`src/rtl/sr_ff_pkg.sv`:
```
// Shared encodings and the per-bit next-state rule for the set/reset flop bank.
package sr_ff_pkg;

  localparam int unsigned MODE_W = 2;
  localparam int unsigned CONF_W = 2;

  localparam logic [MODE_W-1:0] MODE_SR = 2'd0;
  localparam logic [MODE_W-1:0] MODE_JK = 2'd1;
  localparam logic [MODE_W-1:0] MODE_D  = 2'd2;
  localparam logic [MODE_W-1:0] MODE_T  = 2'd3;

  localparam logic [CONF_W-1:0] CONF_HOLD = 2'd0;
  localparam logic [CONF_W-1:0] CONF_SET  = 2'd1;
  localparam logic [CONF_W-1:0] CONF_RST  = 2'd2;
  localparam logic [CONF_W-1:0] CONF_TOG  = 2'd3;

  // Next stored value of one channel; r is ignored in D and T modes.
  function automatic logic next_q(input logic q, input logic s, input logic r,
                                  input logic [MODE_W-1:0] mode,
                                  input logic [CONF_W-1:0] policy);
    logic nq;
    nq = q;
    case (mode)
      MODE_SR: begin
        case ({s, r})
          2'b01:   nq = 1'b0;
          2'b10:   nq = 1'b1;
          2'b11: begin
            case (policy)
              CONF_SET: nq = 1'b1;
              CONF_RST: nq = 1'b0;
              CONF_TOG: nq = ~q;
              default:  nq = q;
            endcase
          end
          default: nq = q;
        endcase
      end
      MODE_JK: begin
        case ({s, r})
          2'b01:   nq = 1'b0;
          2'b10:   nq = 1'b1;
          2'b11:   nq = ~q;
          default: nq = q;
        endcase
      end
      MODE_D:  nq = s;
      default: nq = q ^ s;
    endcase
    return nq;
  endfunction

endpackage

```
`src/rtl/sr_ff_cell.sv`:
```
// One storage channel: state bit, change pulse and sticky conflict flag.
module sr_ff_cell
  import sr_ff_pkg::*;
#(
  parameter int unsigned CONFLICT = 0
) (
  input  logic              clk,
  input  logic              rst_n,
  input  logic              en,
  input  logic [MODE_W-1:0] mode,
  input  logic              s,
  input  logic              r,
  input  logic              err_clr,
  output logic              q,
  output logic              changed,
  output logic              err_flag,
  output logic              conflict_c
);

  logic q_q, q_d;
  logic changed_q, changed_d;
  logic err_flag_q, err_flag_d;

  always_comb begin
    q_d        = q_q;
    changed_d  = 1'b0;
    conflict_c = en & (mode == MODE_SR) & s & r;
    if (en) begin
      q_d       = next_q(q_q, s, r, mode, CONF_W'(CONFLICT));
      changed_d = q_d ^ q_q;
    end
    // A conflict in the clearing cycle survives the clear.
    err_flag_d = (err_clr ? 1'b0 : err_flag_q) | conflict_c;
  end

  always_ff @(posedge clk) begin
    if (!rst_n) begin
      q_q        <= 1'b0;
      changed_q  <= 1'b0;
      err_flag_q <= 1'b0;
    end else begin
      q_q        <= q_d;
      changed_q  <= changed_d;
      err_flag_q <= err_flag_d;
    end
  end

  assign q        = q_q;
  assign changed  = changed_q;
  assign err_flag = err_flag_q;

endmodule

```
`src/rtl/sr_ff_bank.sv`:
```
// Bank of WIDTH set/reset channels sharing a mode, with a saturating conflict counter.
module sr_ff_bank
  import sr_ff_pkg::*;
#(
  parameter int unsigned WIDTH    = 8,
  parameter int unsigned CONFLICT = 0,
  parameter int unsigned CNT_W    = 8
) (
  input  logic              clk,
  input  logic              rst_n,
  input  logic              en,
  input  logic [MODE_W-1:0] mode,
  input  logic [WIDTH-1:0]  s,
  input  logic [WIDTH-1:0]  r,
  input  logic              err_clr,
  output logic [WIDTH-1:0]  q,
  output logic [WIDTH-1:0]  changed,
  output logic [WIDTH-1:0]  err_flag,
  output logic [CNT_W-1:0]  err_cnt
);

  if (CONFLICT > 3) begin : g_bad_conflict
    $error("sr_ff_bank: CONFLICT must be 0..3");
  end
  if (WIDTH < 1) begin : g_bad_width
    $error("sr_ff_bank: WIDTH must be at least 1");
  end
  if (CNT_W < 2) begin : g_bad_cnt_w
    $error("sr_ff_bank: CNT_W must be at least 2");
  end

  localparam logic [CNT_W-1:0] CNT_MAX = {CNT_W{1'b1}};

  logic [WIDTH-1:0] conflict_vec;
  logic             conflict_any;
  logic [CNT_W-1:0] err_cnt_q, err_cnt_d;

  for (genvar i = 0; i < WIDTH; i++) begin : g_cell
    sr_ff_cell #(.CONFLICT(CONFLICT)) u_cell (
      .clk        (clk),
      .rst_n      (rst_n),
      .en         (en),
      .mode       (mode),
      .s          (s[i]),
      .r          (r[i]),
      .err_clr    (err_clr),
      .q          (q[i]),
      .changed    (changed[i]),
      .err_flag   (err_flag[i]),
      .conflict_c (conflict_vec[i])
    );
  end

  assign conflict_any = |conflict_vec;

  // Counts conflicting cycles, not channels; clear and increment may coincide.
  always_comb begin
    err_cnt_d = err_clr ? '0 : err_cnt_q;
    if (conflict_any && (err_cnt_d != CNT_MAX)) begin
      err_cnt_d = err_cnt_d + CNT_W'(1);
    end
  end

  always_ff @(posedge clk) begin
    if (!rst_n) begin
      err_cnt_q <= '0;
    end else begin
      err_cnt_q <= err_cnt_d;
    end
  end

  assign err_cnt = err_cnt_q;

endmodule

```
`config.mk`:
```
export PLATFORM = sky130hd
export DESIGN_NAME = sr_ff_bank
export DESIGN_NICKNAME = d
export VERILOG_FILES = /design/src/rtl/sr_ff_pkg.sv /design/src/rtl/sr_ff_cell.sv /design/src/rtl/sr_ff_bank.sv
export SDC_FILE = /design/constraint.sdc
export NUM_CORES = 1
export LEC_CHECK = 0
export BUFFER_PORTS_ARGS = -buffer_cell sky130_fd_sc_hd__buf_4
export CAP_MARGIN = 10
export CORE_ASPECT_RATIO = 0.9
export CORE_MARGIN = 4
export CORE_UTILIZATION = 32
export DETAILED_ROUTE_END_ITERATION = 8
export PLACE_DENSITY = 0.64
export SLEW_MARGIN = 20
export SYNTH_ARGS = -nofsm -noshare
export SYNTH_HDL_FRONTEND = slang
export SYNTH_SLANG_ARGS = --single-unit
export TNS_END_PERCENT = 50
```
`constraint.sdc`:
```
create_clock -name clk -period 2.3 [get_ports clk]
set_input_delay 0.46 -clock clk [delete_from_list [all_inputs] [get_ports clk]]
set_output_delay 0.46 -clock clk [all_outputs]
set_load 0.03 [all_outputs]
```
# [After elaboration in Yosys (flattened, before gate mapping)]
# Cells that the tools add are included.
[classes] muxes=42 div=0 eq_ne=27 bitwise=49 reduce_logical=4 shift=0 n_mul=0 addsub=1 magnitude_cmp=0
[ops] cell="1-bit case mux with 3 select lines" count=16
[ops] cell="2-bit equality test, second input constant" count=17
[ops] cell="2-bit by 1-bit equality test with 1-bit output, second input constant" count=9
[ops] cell="1-bit AND" count=17
[ops] cell="1-bit 2-to-1 mux" count=16
[ops] cell="8-bit 2-to-1 mux" count=2
[ops] cell="1-bit case mux with 2 select lines" count=8
[ops] cell="1-bit XOR" count=16
[ops] cell="8-bit by 1-bit adder with 8-bit output, second input constant" count=1
[ops] cell="8-bit != test, second input constant" count=1
[ops] cell="1-bit NOT" count=8
[ops] cell="1-bit OR" count=8
[ops] cell="8-bit OR reduction" count=1
[ops] cell="2-bit logical NOT" count=1
[ops] cell="2-bit AND reduction" count=1
[ops] cell="1-bit logical AND" count=1
[word_totals] word_cells=148 mem_count=0 ff_bits=32 mem_bits_rw=0 in_bits=22 latch_bits=0 romBits=0

# [Longest topological paths before layout]
[logic_depth] ltp_word=7 mapped_depth=8 mapped_depth_nobuf=7

# [Modules after synthesis]
# Synthesis repeated with hierarchy kept, for this count alone.
[unflattened] cells_unflattened=230 area_unflattened_um2=2059.5
[by_module_without_submodules] module="sr_ff_cell" seq_area_each_um2=60.1 instances=8 cells_per_inst=23 area_per_inst_um2=202.7
[by_module_without_submodules] module="sr_ff_bank" seq_area_each_um2=160.2 instances=1 cells_per_inst=46 area_per_inst_um2=437.9

# [Least setup slack after synthesis]
# OpenSTA, ideal clock, no wires.
[synth_path] path_kind="input to register" startpoint="input port en" endpoint="register err_cnt_q[4], in the netlist err_cnt[4]" n_path_buf=3 stages=8 setup_ns=0.131 arrival_time_ns=1.806 slack_ns=0.362 cell_sequence="buf_6 > inv_4 > or3_4 > buf_6 > o21bai_4 > buf_2 > o311ai_0 > a21oi_1"
[synth_between] elab_chain_len=6 word_cells_on_any_way=20 classes_between="1 x mux; 17 x bitwise; 2 x reduce/logical"
[synth_lines] item="start: declaration" line_no="sr_ff_bank.sv:11" source="input logic en,"
[synth_lines] item="1-bit AND *" line_no="sr_ff_cell.sv:27" source="conflict_c = en & (mode == MODE_SR) & s & r;"
[synth_lines] item="1-bit AND (2 in series)" line_no="sr_ff_cell.sv:27"
[synth_lines] item="8-bit OR reduction *" line_no="sr_ff_bank.sv:54" source="assign conflict_any = |conflict_vec;"
[synth_lines] item="1-bit logical AND *" line_no="sr_ff_bank.sv:59" source="if (conflict_any && (err_cnt_d != CNT_MAX)) begin"
[synth_lines] item="8-bit 2-to-1 mux *" line_no="sr_ff_bank.sv:59"
[synth_lines] item="end signal: assignment" line_no="sr_ff_bank.sv:68" source="err_cnt_q <= err_cnt_d;"
[synth_lines] item="end: declaration" line_no="sr_ff_bank.sv:36" source="logic [CNT_W-1:0] err_cnt_q, err_cnt_d;"
# Every way passes the cells marked *; elsewhere a longest branch is shown, timed or not.
# A chain may end at the register's enable or synchronous reset.

# [Worst setup path after layout]
[layout_path] startpoint="register err_cnt_q[1], in the netlist err_cnt[1]" endpoint="register err_cnt_q[4], in the netlist err_cnt[4]"
[layout_between] elab_chain_len=4 word_cells_on_any_way=5 classes_between="1 x add/sub; 1 x eq/ne; 2 x mux; 1 x reduce/logical"
[layout_lines] item="8-bit 2-to-1 mux *" line_no="sr_ff_bank.sv:58" source="err_cnt_d = err_clr ? '0 : err_cnt_q;"
[layout_lines] item="branches (longest 2 deep; another with 8-bit by 1-bit adder with 8-bit output)"
[layout_lines] item="8-bit 2-to-1 mux *" line_no="sr_ff_bank.sv:59"
# Mark *: on every way between the ends.

==> flow_summary.yaml <==
run_status:
  status: "finished clean"
drt:
  via_per_inst: 4.63
  dr.pass1.iters: 4
  met2_length_um: 2050
  top_layer_used: "met4"
  wl_met1_um: 2250
  drt_iter0_drc: 82
  wl_per_cell_um: 12.6
  routed-wl-met3_um: 344
  drc: 0
  drt_wl_total_um: 4730
  ant_nets: 0
  vias: 1736
global_route:
  track_usage_pct: 12.4
  antenna_found_initial: 0
  grt_pass1_vias: 1639
  gr-total-overflow: 0
  grt_max_degree: 25
  grt_first_pass_wirelength_um: 7940
power_and_ir_drop:
  vdd_drop_max_mv: 0.295
  p_total_mw: 1.36
  p_leak_nw: 1.09
  p_per_area_mw_per_mm2: 558
floorplanning:
  start_util_pct: 33.4
  ios: 54
  die_y_um: 84.2
  die-area_sq_mm: 0.00780
  coreArea_sq_mm: 0.00618
  die_w_um: 92.7
  placement_rows: 27
critical_path:
  r2r-end: "err_cnt[4]"
  critPathKind: "flop to flop"
  r2r_start: "err_cnt[1]"
  cp-end-kind: "flop"
  arrival_ns: 2.00
  required_ns: 2.50
  cp-start-kind: "flop"
  path_max_fanout: 6
  r2r_slack_ns: 0.49
  ff2ff_path_depth: 5
clock_tree:
  clk_latency_ns: 0.28
  ctsHoldBuffers: 0
  cts-root-buf: "clkbuf_8"
  ctsResizeCount: 0
  htreeDepth: 2
  cts-buffers-inserted: 5
  clkTransAtPathRegs_ns: 0.06
  cts_tree: "built"
  clock_sinks: 32
  cts_buffer_depth: 2
  post_cts_buffers: 0
synth:
  ys_seq_area_share_pct: 31.0
  synth-edff-count: 0
  synth_nets: 290
  ys_types: 36
  ys_ff_latch: 32
  synthCells: 259
  syn_avg_cell_area_sq_um: 7.97
  async_flop_share_pct: 0
  synth_warnings: 0
  synth_area_sq_mm: 0.00206
  ys.flop_type: "dfxtp_1"
placement:
  dp_slack_ns: 0.246
  place_congestion: 0.857
  placed_cells: 367
  hpwl_um: 3660
  io_buffers: 53
finish:
  area_growth_pct: 18.1
  final_cells: 375
  fin_nets: 318
  antenna_cells: 0
  fillerInstances: 660
  ff_latch_area_sq_um: 641
  drive_above_1_share_pct: 21.9
  multi_input_area_sq_mm: 0.00114
sta:
  maxSlewViolCount: 0
  final.setup.worst_slack_ns: 0.494
  fmax_mhz: 554
  rsz0062_at_grt: "false"
  period_share_pct: 78.5
  slew_headroom_pct: 73.3
  setup_viol: 0
  post-route-min-period_ns: 1.81
  skew_ns: 0.00102
  final.setup.tns_ns: 0
  finalHoldViolations: 0
  worst_slew_pin_slew_ns: 0.400
  whs_ns: 0.506
run:
  maxCapViolations: 0
hold_path:
  holdCritPathClass: "flop to flop"
  holdPathStages: 2
  holdPathEnd: "g_cell[1].u_cell.err_flag"
  min-delay-start: "g_cell[1].u_cell.err_flag"
[cell usage after synthesis, types with 4 or more instances]
cell,count,area [sq um]
o21a_1,8,60.1
nor2_1,41,154
ha_1,9,113
buf_4,24,180
xnor2_1,8,70.1
dfxtp_1,32,641
a31oi_1,8,50.1
mux2i_1,16,160
clkbuf_1,5,18.8
nand4_1,4,25.0
a21oi_1,11,55.1
inv_1,11,41.3
nand2_1,22,82.6
o21ai_0,12,60.1
nand2b_1,8,50.1
nor2b_1,13,81.3
[through the flow]
stage | cell area (sq um) | utilization (%)
floorplan | 2060 | -
global placement | 2350 | 38.0
detailed placement | 2350 | 38.0
CTS | 2440 | 39.4
global route | 2440 | 39.4
finish | 2440 | 39.4
[kinds of logic after synthesis]
logic type               Yosys count  share of synthesized area, %
adder cells (fa/ha/maj)            9                          5.45
buffers and inverters             45                          13.5
AND/OR/NAND/NOR                   97                          22.2
AO/OA/AOI/OAI                     52                          16.7
multiplexers                      16                          7.76
flip-flops                        32                          31.0
XOR/XNOR                           8                          3.39
[cell usage in the layout, fill, tap and decap left out, types with 9 or more instances in the layout]
cell type,count
mux2i_1,16
inv_1,11
buf_4,54
dfxtp_1,32
nor2b_1,13
nor2_1,41
ha_1,9
nand2_1,22
a21oi_1,11
o21ai_0,12
[power breakdown]
group	leakage, nW	total [mW]	switching, mW	internal, mW
Sequential	0.261	0.603	0.0240	0.579
Combinational	0.787	0.312	0.174	0.138
Clock	0.0455	0.444	0.200	0.244
[registers in the layout, summed over array words and instances (netlist names)]
register / flops
err_cnt: 8
g_cell.u_cell.changed: 8
g_cell.u_cell.err_flag: 8
g_cell.u_cell.q: 8
[layer usage]
metal  track usage (%)  up-vias
li1                  -      914
met4              3.20        0
met5                 0        -
met3              4.48        6
met1              16.3      772
met2              19.2       44
[worst max-delay path: stages, from the launching register on]
cell	delay (ns)
dfxtp_1	0.37
nor2b_1	0.23
ha_1	0.23
nand3_1	0.18
or4_1	0.54
a21oi_1	0.18
[cell type report]
| class | instances | share of cell area, % |
|---|---|---|
| clock buffers | 8 | 3.70 |
| inverters | 12 | 1.95 |
| multi-input cells | 182 | 47.0 |
| flip-flops and latches | 32 | 26.3 |
| well taps | 87 | 4.47 |
| repair buffers | 54 | 16.6 |
[worst max path at each step]
| stage | slack [ns] | endpoint | from |
|---|---|---|---|
| floorplan | 0.36 | err_cnt[4] | en |
| global route | 0.33 | err_cnt[4] | err_cnt[0] |
| detailed placement | 0.25 | err_cnt[4] | en |
| CTS | 0.49 | err_cnt[4] | err_cnt[1] |
| finish | 0.49 | err_cnt[4] | err_cnt[1] |
| global placement | 0.31 | err_cnt[7] | en |
(Power assumes the default switching activity.)
